`config.mk`:
```
export PLATFORM = sky130hd
export DESIGN_NAME = wind_mean_window_flat
export DESIGN_NICKNAME = d
export VERILOG_FILES = /design/src/rtl/wind_mean_window_if.sv /design/src/rtl/wind_mean_window.sv /design/src/flat_wrapper.sv
export SDC_FILE = /design/constraint.sdc
export NUM_CORES = 1
export LEC_CHECK = 0
export BUFFER_PORTS_ARGS = -buffer_cell sky130_fd_sc_hd__buf_2
export CAP_MARGIN = 20
export CORE_MARGIN = 3
export CORE_UTILIZATION = 32
export CTS_CLUSTER_SIZE = 14
export DETAILED_ROUTE_END_ITERATION = 10
export PLACE_DENSITY = 0.58
export SLEW_MARGIN = 25
export SYNTH_ARGS = -nofsm -noshare
export SYNTH_HDL_FRONTEND = slang
export SYNTH_SLANG_ARGS = --single-unit
export TNS_END_PERCENT = 5
```
`constraint.sdc`:
```
create_clock -name clock -period 10.6 [get_ports clock]
set_input_delay 1.06 -clock clock [delete_from_list [all_inputs] [get_ports clock]]
set_output_delay 1.06 -clock clock [all_outputs]
set_load 0.02 [all_outputs]
```
`src/rtl/wind_mean_window_if.sv`:
```
`default_nettype none
// ============================================================================
//  Module   : wind_mean_window_if
//  Purpose  : Sample/mean bus of the wind speed running-mean stage.
//             master drives the sample stream and configuration;
//             slave (the averager) returns the mean, ready pulse and fill.
//  Signals  : enable  - block enable
//             sample  - 1-cycle strobe, din valid
//             din     - signed input sample (DATA_W)
//             meanlen - log2 window length request (clamped by the slave)
//             mode    - 0 = block mean, 1 = sliding mean
//             clear   - synchronous window restart
//             mean    - signed mean, held between ready pulses (DATA_W)
//             ready   - 1-cycle pulse, mean updated
//             fill    - samples in the current window (MAXLEN+1)
//  Revision : 1.0 - initial release
// ============================================================================
interface wind_mean_window_if #(
   parameter int DATA_W = 16,
   parameter int MAXLEN = 6
);
   logic                     enable;
   logic                     sample;
   logic signed [DATA_W-1:0] din;
   logic        [3:0]        meanlen;
   logic                     mode;
   logic                     clear;
   logic signed [DATA_W-1:0] mean;
   logic                     ready;
   logic        [MAXLEN:0]   fill;

   modport master (
      output enable, sample, din, meanlen, mode, clear,
      input  mean, ready, fill
   );

   modport slave (
      input  enable, sample, din, meanlen, mode, clear,
      output mean, ready, fill
   );
endinterface
`default_nettype wire

```
`src/rtl/wind_mean_window.sv`:
```
`default_nettype none
// ============================================================================
//  Module   : wind_mean_window
//  Purpose  : Running mean of a signed wind speed sample stream over 2^L
//             samples, L = min(meanlen, MAXLEN). Block mode emits one mean per
//             window; sliding mode emits one mean per sample once the window
//             is full. Rounding is toward minus infinity (arithmetic shift).
//  Ports    : clock - system clock, rising edge
//             reset - asynchronous, active-low reset
//             bus   - wind_mean_window_if.slave (sample stream in, mean out)
//  Revision : 1.0 - initial release
// ============================================================================
module wind_mean_window #(
   parameter int DATA_W = 16,
   parameter int MAXLEN = 6,
   parameter int ACC_W  = DATA_W + MAXLEN
) (
   input  wire logic          clock,
   input  wire logic          reset,
   wind_mean_window_if.slave  bus
);

   localparam int              DEPTH    = 1 << MAXLEN;
   localparam logic [3:0]      MAXLEN_L = 4'(MAXLEN);
   localparam logic [MAXLEN:0] FILL_ONE = (MAXLEN+1)'(1);
   localparam logic [MAXLEN-1:0] PTR_ONE = MAXLEN'(1);

   typedef enum logic [1:0] {
      ST_EMPTY   = 2'd0,
      ST_FILLING = 2'd1,
      ST_STEADY  = 2'd2
   } state_t;

   // ---------------------------------------------------------------------
   // State
   // ---------------------------------------------------------------------
   state_t                   state_q,  state_d;
   logic signed [ACC_W-1:0]  acc_q,    acc_d;
   logic        [MAXLEN:0]   fill_q,   fill_d;
   logic        [MAXLEN-1:0] wr_ptr_q, wr_ptr_d;
   logic        [3:0]        l_q,      l_d;
   logic                     mode_q,   mode_d;
   logic signed [DATA_W-1:0] mean_q,   mean_d;
   logic                     ready_q,  ready_d;

   // History of the most recent samples; only read once the window is full,
   // so its contents never need clearing.
   logic signed [DATA_W-1:0] hist_q [DEPTH];

   // ---------------------------------------------------------------------
   // Combinational helpers
   // ---------------------------------------------------------------------
   logic        [3:0]        len_clamped;
   logic                     restart;
   logic                     accept;
   logic        [MAXLEN:0]   win_n;
   logic        [MAXLEN:0]   last_cnt;
   logic        [MAXLEN-1:0] rd_idx;
   logic signed [ACC_W-1:0]  din_ext;
   logic signed [ACC_W-1:0]  old_ext;
   logic signed [ACC_W-1:0]  sum;
   logic                     hist_we;

   always_comb begin
      len_clamped = (bus.meanlen > MAXLEN_L) ? MAXLEN_L : bus.meanlen;
      // Any change of window length or mode invalidates the running sum.
      restart     = bus.enable & (bus.clear | (len_clamped != l_q) | (bus.mode != mode_q));
      accept      = bus.enable & bus.sample & ~restart;
      win_n       = FILL_ONE << l_q;
      last_cnt    = win_n - FILL_ONE;
      // Sample leaving the sliding window; for a full-depth window this is
      // the slot about to be overwritten, read before the write lands.
      rd_idx      = wr_ptr_q - win_n[MAXLEN-1:0];
      din_ext     = ACC_W'(bus.din);
      old_ext     = ACC_W'(hist_q[rd_idx]);
   end

   // ---------------------------------------------------------------------
   // Next-state / output logic
   // ---------------------------------------------------------------------
   always_comb begin
      state_d  = state_q;
      acc_d    = acc_q;
      fill_d   = fill_q;
      wr_ptr_d = wr_ptr_q;
      l_d      = l_q;
      mode_d   = mode_q;
      mean_d   = mean_q;
      ready_d  = 1'b0;
      hist_we  = 1'b0;
      sum      = acc_q + din_ext;

      if (restart) begin
         acc_d   = '0;
         fill_d  = '0;
         state_d = ST_EMPTY;
         l_d     = len_clamped;
         mode_d  = bus.mode;
      end else if (accept) begin
         hist_we  = 1'b1;
         wr_ptr_d = wr_ptr_q + PTR_ONE;
         case (state_q)
            ST_EMPTY, ST_FILLING: begin
               if (fill_q == last_cnt) begin
                  // This sample completes the window.
                  mean_d  = DATA_W'(sum >>> l_q);
                  ready_d = 1'b1;
                  if (mode_q) begin
                     acc_d   = sum;
                     fill_d  = win_n;
                     state_d = ST_STEADY;
                  end else begin
                     acc_d   = '0;
                     fill_d  = '0;
                     state_d = ST_EMPTY;
                  end
               end else begin
                  acc_d   = sum;
                  fill_d  = fill_q + FILL_ONE;
                  state_d = ST_FILLING;
               end
            end
            ST_STEADY: begin
               // Slide: add the newest sample, drop the oldest.
               sum     = acc_q + din_ext - old_ext;
               acc_d   = sum;
               mean_d  = DATA_W'(sum >>> l_q);
               ready_d = 1'b1;
            end
            default: begin
               acc_d   = '0;
               fill_d  = '0;
               state_d = ST_EMPTY;
            end
         endcase
      end
   end

   // ---------------------------------------------------------------------
   // Registers
   // ---------------------------------------------------------------------
   always_ff @(posedge clock or negedge reset) begin
      if (!reset) begin
         state_q  <= ST_EMPTY;
         acc_q    <= '0;
         fill_q   <= '0;
         wr_ptr_q <= '0;
         l_q      <= '0;
         mode_q   <= 1'b0;
         mean_q   <= '0;
         ready_q  <= 1'b0;
      end else begin
         state_q  <= state_d;
         acc_q    <= acc_d;
         fill_q   <= fill_d;
         wr_ptr_q <= wr_ptr_d;
         l_q      <= l_d;
         mode_q   <= mode_d;
         mean_q   <= mean_d;
         ready_q  <= ready_d;
      end
   end

   always_ff @(posedge clock) begin
      if (hist_we) begin
         hist_q[wr_ptr_q] <= bus.din;
      end
   end

   assign bus.mean  = mean_q;
   assign bus.ready = ready_q;
   assign bus.fill  = fill_q;

endmodule
`default_nettype wire

```
`src/flat_wrapper.sv`:
```
// flat-port wrapper written by rule: the top's interface ports become plain ports
module wind_mean_window_flat 
#(
   parameter int DATA_W = 16,
   parameter int MAXLEN = 6,
   parameter int ACC_W  = DATA_W + MAXLEN
)
  (clock, reset, bus_enable, bus_sample, bus_din, bus_meanlen, bus_mode, bus_clear, bus_mean, bus_ready, bus_fill);
  wind_mean_window_if #(.DATA_W(DATA_W), .MAXLEN(MAXLEN)) bus_i ();
  input  wire logic clock;
  input  wire logic reset;
  input wire logic [$bits(bus_i.enable)-1:0] bus_enable;
  input wire logic [$bits(bus_i.sample)-1:0] bus_sample;
  input wire logic [$bits(bus_i.din)-1:0] bus_din;
  input wire logic [$bits(bus_i.meanlen)-1:0] bus_meanlen;
  input wire logic [$bits(bus_i.mode)-1:0] bus_mode;
  input wire logic [$bits(bus_i.clear)-1:0] bus_clear;
  output wire logic [$bits(bus_i.mean)-1:0] bus_mean;
  output wire logic [$bits(bus_i.ready)-1:0] bus_ready;
  output wire logic [$bits(bus_i.fill)-1:0] bus_fill;
  assign bus_i.enable = bus_enable;
  assign bus_i.sample = bus_sample;
  assign bus_i.din = bus_din;
  assign bus_i.meanlen = bus_meanlen;
  assign bus_i.mode = bus_mode;
  assign bus_i.clear = bus_clear;
  assign bus_mean = bus_i.mean;
  assign bus_ready = bus_i.ready;
  assign bus_fill = bus_i.fill;
  wind_mean_window #(.DATA_W(DATA_W), .MAXLEN(MAXLEN), .ACC_W(ACC_W)) u_core (.clock(clock), .reset(reset), .bus(bus_i));
endmodule
```
==> flow_summary.ini <==
[run_status]
status = finished clean

[clock_network]
ctsResizeCount = 0
cts_root_buf = clkbuf_16
holdBufCountCts = 0
cts_buffer_depth = 3
cts_buffers = 107
path_clk_slew_ps = 60
worstSkewPairLatency_ps = 690
h-tree-depth = 3
cts_tree = done
cts_sinks = 1083
cts_setup_buffers = 0

[final_layout]
layout_common_cells = edfxtp_1, mux4_2, nor2_1
final_common_cell = edfxtp_1
nets = 2582
final_layout_size_suffix_gt1_share_pct = 27.3
area_growth_pct = 14.6
final.fill_count = 12800
fin_util_pct = 37.1

[floorplanning]
fp.dieH_um = 382
initial_core_util_pct = 32.4
die_x_um = 382
io_pins = 50
fp.coreArea_um2 = 140000
dieArea_um2 = 146000
std_cell_rows = 137

[logic_synthesis]
synth-compound-area-share_pct = 4.20
synth_xor_xnor_area_share_pct = 1.08
ys_ff_latch = 1083
synth_area_per_cell_um2 = 19.2
syn_inst = 2361
synth-simple-area-share_pct = 3.54
yosysSeqAreaShare_pct = 71.1
syn-cell-area_um2 = 45300
synthMuxAreaShare_pct = 17.2
ys_types = 80
yosys_warnings = 0
synth_top_family_by_area = multiplexers
syn-num-nets = 2440
synth_edf_count = 1024
synthAdderAreaFrac_pct = 1.51
synthArstFlopShare_pct = 5.45
ys.flop_type = edfxtp_1

[setup_path]
cp_cell_sequence = nor2_2 -> nand2_1 -> inv_1 -> ha_4 -> fa_4 -> buf_4 -> buf_4 -> mux4_2 -> mux4_2 -> mux2i_1 -> nor2_1 -> a21oi_1 -> ha_1 -> a21oi_1 -> o21ai_1 -> o31ai_1 -> a21oi_1 -> nor2_1 -> o21ai_0 -> and4_1 -> or3_1 -> nor2b_1 -> a22o_1
max_stage_delay_ps = 940
critPathLaunch = u_core.l_q[2]
crit_type = reg2reg
cp-end-kind = flop
r2r_slack_ps = 2680
worstPathArrival_ps = 8460
crit_slowest_cell = dfrtp_1
worstPathMaxFanout = 45
crit_required_ps = 11130
crit_path_frequent_cell = a21oi_1
cp-start-kind = flop
cp_num_buf_inv = 3
r2r_start = u_core.l_q[2]
critical-path-top-delay-family = compound AO/OA/AOI/OAI gates

[place]
dp_hpwl_um = 69200
post-place-ws_ps = 2780
gp_congestion = 0.828
io_buffers = 49

[timing]
timing.fmax_mhz = 126
hold_viol = 0
skew_ps = 53.7
tightest_slew_ps = 1040
relSlewSlack_pct = 29.7
maxSlewViolCount = 0
finalCritPeriodShare_pct = 74.7
rsz0062_at_grt = false
period_needed_ps = 7920
holdWs_ps = 478
setup_viol = 0
finalSetupTns_ps = 0
worst_slack_ps = 2680

[power_and_ir_drop]
cellLeakagePower_nw = 16.8
peakVddDrop_mv = 0.286
p_per_area_nw_per_um2 = 278

[drt]
antenna_left = 0
via_per_inst = 5.31
dr.first_iter.drc_count = 2527
drt_drc_violations_left = 0
first_pass_iters = 7
wl_per_cell_um = 26.1
dr_total_vias = 23700
drt_wl_total_um = 117000

[global_route]
grt_pass1_wl_um = 171000
grt_pass1_vias = 24400
antenna_found_initial = 7
groute.usage.overall_pct = 15.8
grt-ovfl-total = 0
grt_max_degree = 101

[run]
max_cap_violations = 0

[worst_hold_path]
hold_class = reg2reg
min_from = u_core.bus.mean[0]
## cells by family (layout without fill, tap and decap cells)
family          Yosys count  count (layout)
simple gates            349             349
xor+xnor                 55              55
flops                  1083            1083
fa+ha+maj                53              53
compound gates          294             294
buf+inv                 151             381
other cells               0               4
mux                     376             376
## Yosys cell counts (all sizes together) (6+ instances only)
library cell / count / area (um2)
xnor2: 38 / 333
and2: 11 / 68.8
a21oi: 87 / 447
nor2b: 15 / 93.8
nand3: 31 / 155
nand2b: 7 / 43.8
clkbuf: 72 / 270
dfrtp: 59 / 1480
and3: 7 / 43.8
a21o: 20 / 150
o211ai: 13 / 111
nand2: 90 / 338
a22oi: 7 / 52.6
inv: 25 / 93.8
nand4: 6 / 37.5
a31oi: 12 / 75.1
mux4: 320 / 7210
nor2: 137 / 524
buf: 52 / 253
edfxtp: 1024 / 30700
ha: 50 / 626
nor3: 18 / 95.1
o21ai: 66 / 334
mux2: 21 / 236
xor2: 17 / 156
a21boi: 8 / 60.1
a211oi: 27 / 203
or3: 8 / 50.1
o31ai: 8 / 60.1
mux2i: 35 / 350
## worst paths after layout
check	depth (start not counted)	to
max in group asynchronous	2	u_core.bus.mean[2]
min reg2reg	1	u_core.bus.mean[0]
max reg2reg	23	u_core.acc_q[21]
max	23	u_core.acc_q[21]
min in group asynchronous	2	u_core.acc_q[6]
min	1	u_core.bus.mean[0]
## flip-flops by register name, indices dropped and copies added (netlist names)
signal and count:
u_core.acc_q 22, u_core.bus.fill 7, u_core.bus.mean 16, u_core.bus.ready 1, u_core.hist_q 1024, u_core.l_q 4
u_core.mode_q 1, u_core.state_q 2, u_core.wr_ptr_q 6
## report_power, final
part | switching [mW] | total [mW] | internal (mW) | leakage, nW
sequential | 0.0189 | 4.71 | 4.69 | 10.0
combinational | 3.37 | 5.89 | 2.52 | 5.04
clock | 1.63 | 3.81 | 2.18 | 1.73
total | 5.03 | 14.4 | 9.39 | 16.8
## per-layer routing
layer	vias to the layer above	routed length (um)	share of wire (%)	global-route usage, %
li1	9994	-	-	-
met1	12800	49500	42	21.9
met3	170	7030	6.0	2.31
met2	827	56800	49	26.1
met4	0	3220	2.8	4.56
met5	-	0	0	0
## through the flow
| stage | area, um2 | instances | total power [mW] |
|---|---|---|---|
| 3_3_place_gp | 48400 | 4270 | 10.7 |
| 3_5_place_dp | 48400 | 4270 | 10.7 |
| 2_1_floorplan | 45300 | 2361 | 8.89 |
| 6_report | 51900 | 4471 | 14.4 |
| 5_1_grt | 51900 | 4467 | 15.1 |
| 4_1_cts | 51900 | 4467 | 14.5 |
## area by class of cell
class	count	area [um2]	share of cell area (%)
Clock buffer	125	2750	5.29
Tap cell	1876	2350	4.52
Clock inverter	72	782	1.51
Timing Repair Buffer	157	1120	2.15
Multi-Input combinational cell	1127	12600	24.3
Sequential cell	1083	32200	62.1
Antenna cell	4	10.0	0.0193
Inverter	27	103	0.198
Note: power is estimated with default switching activity, not from simulation.
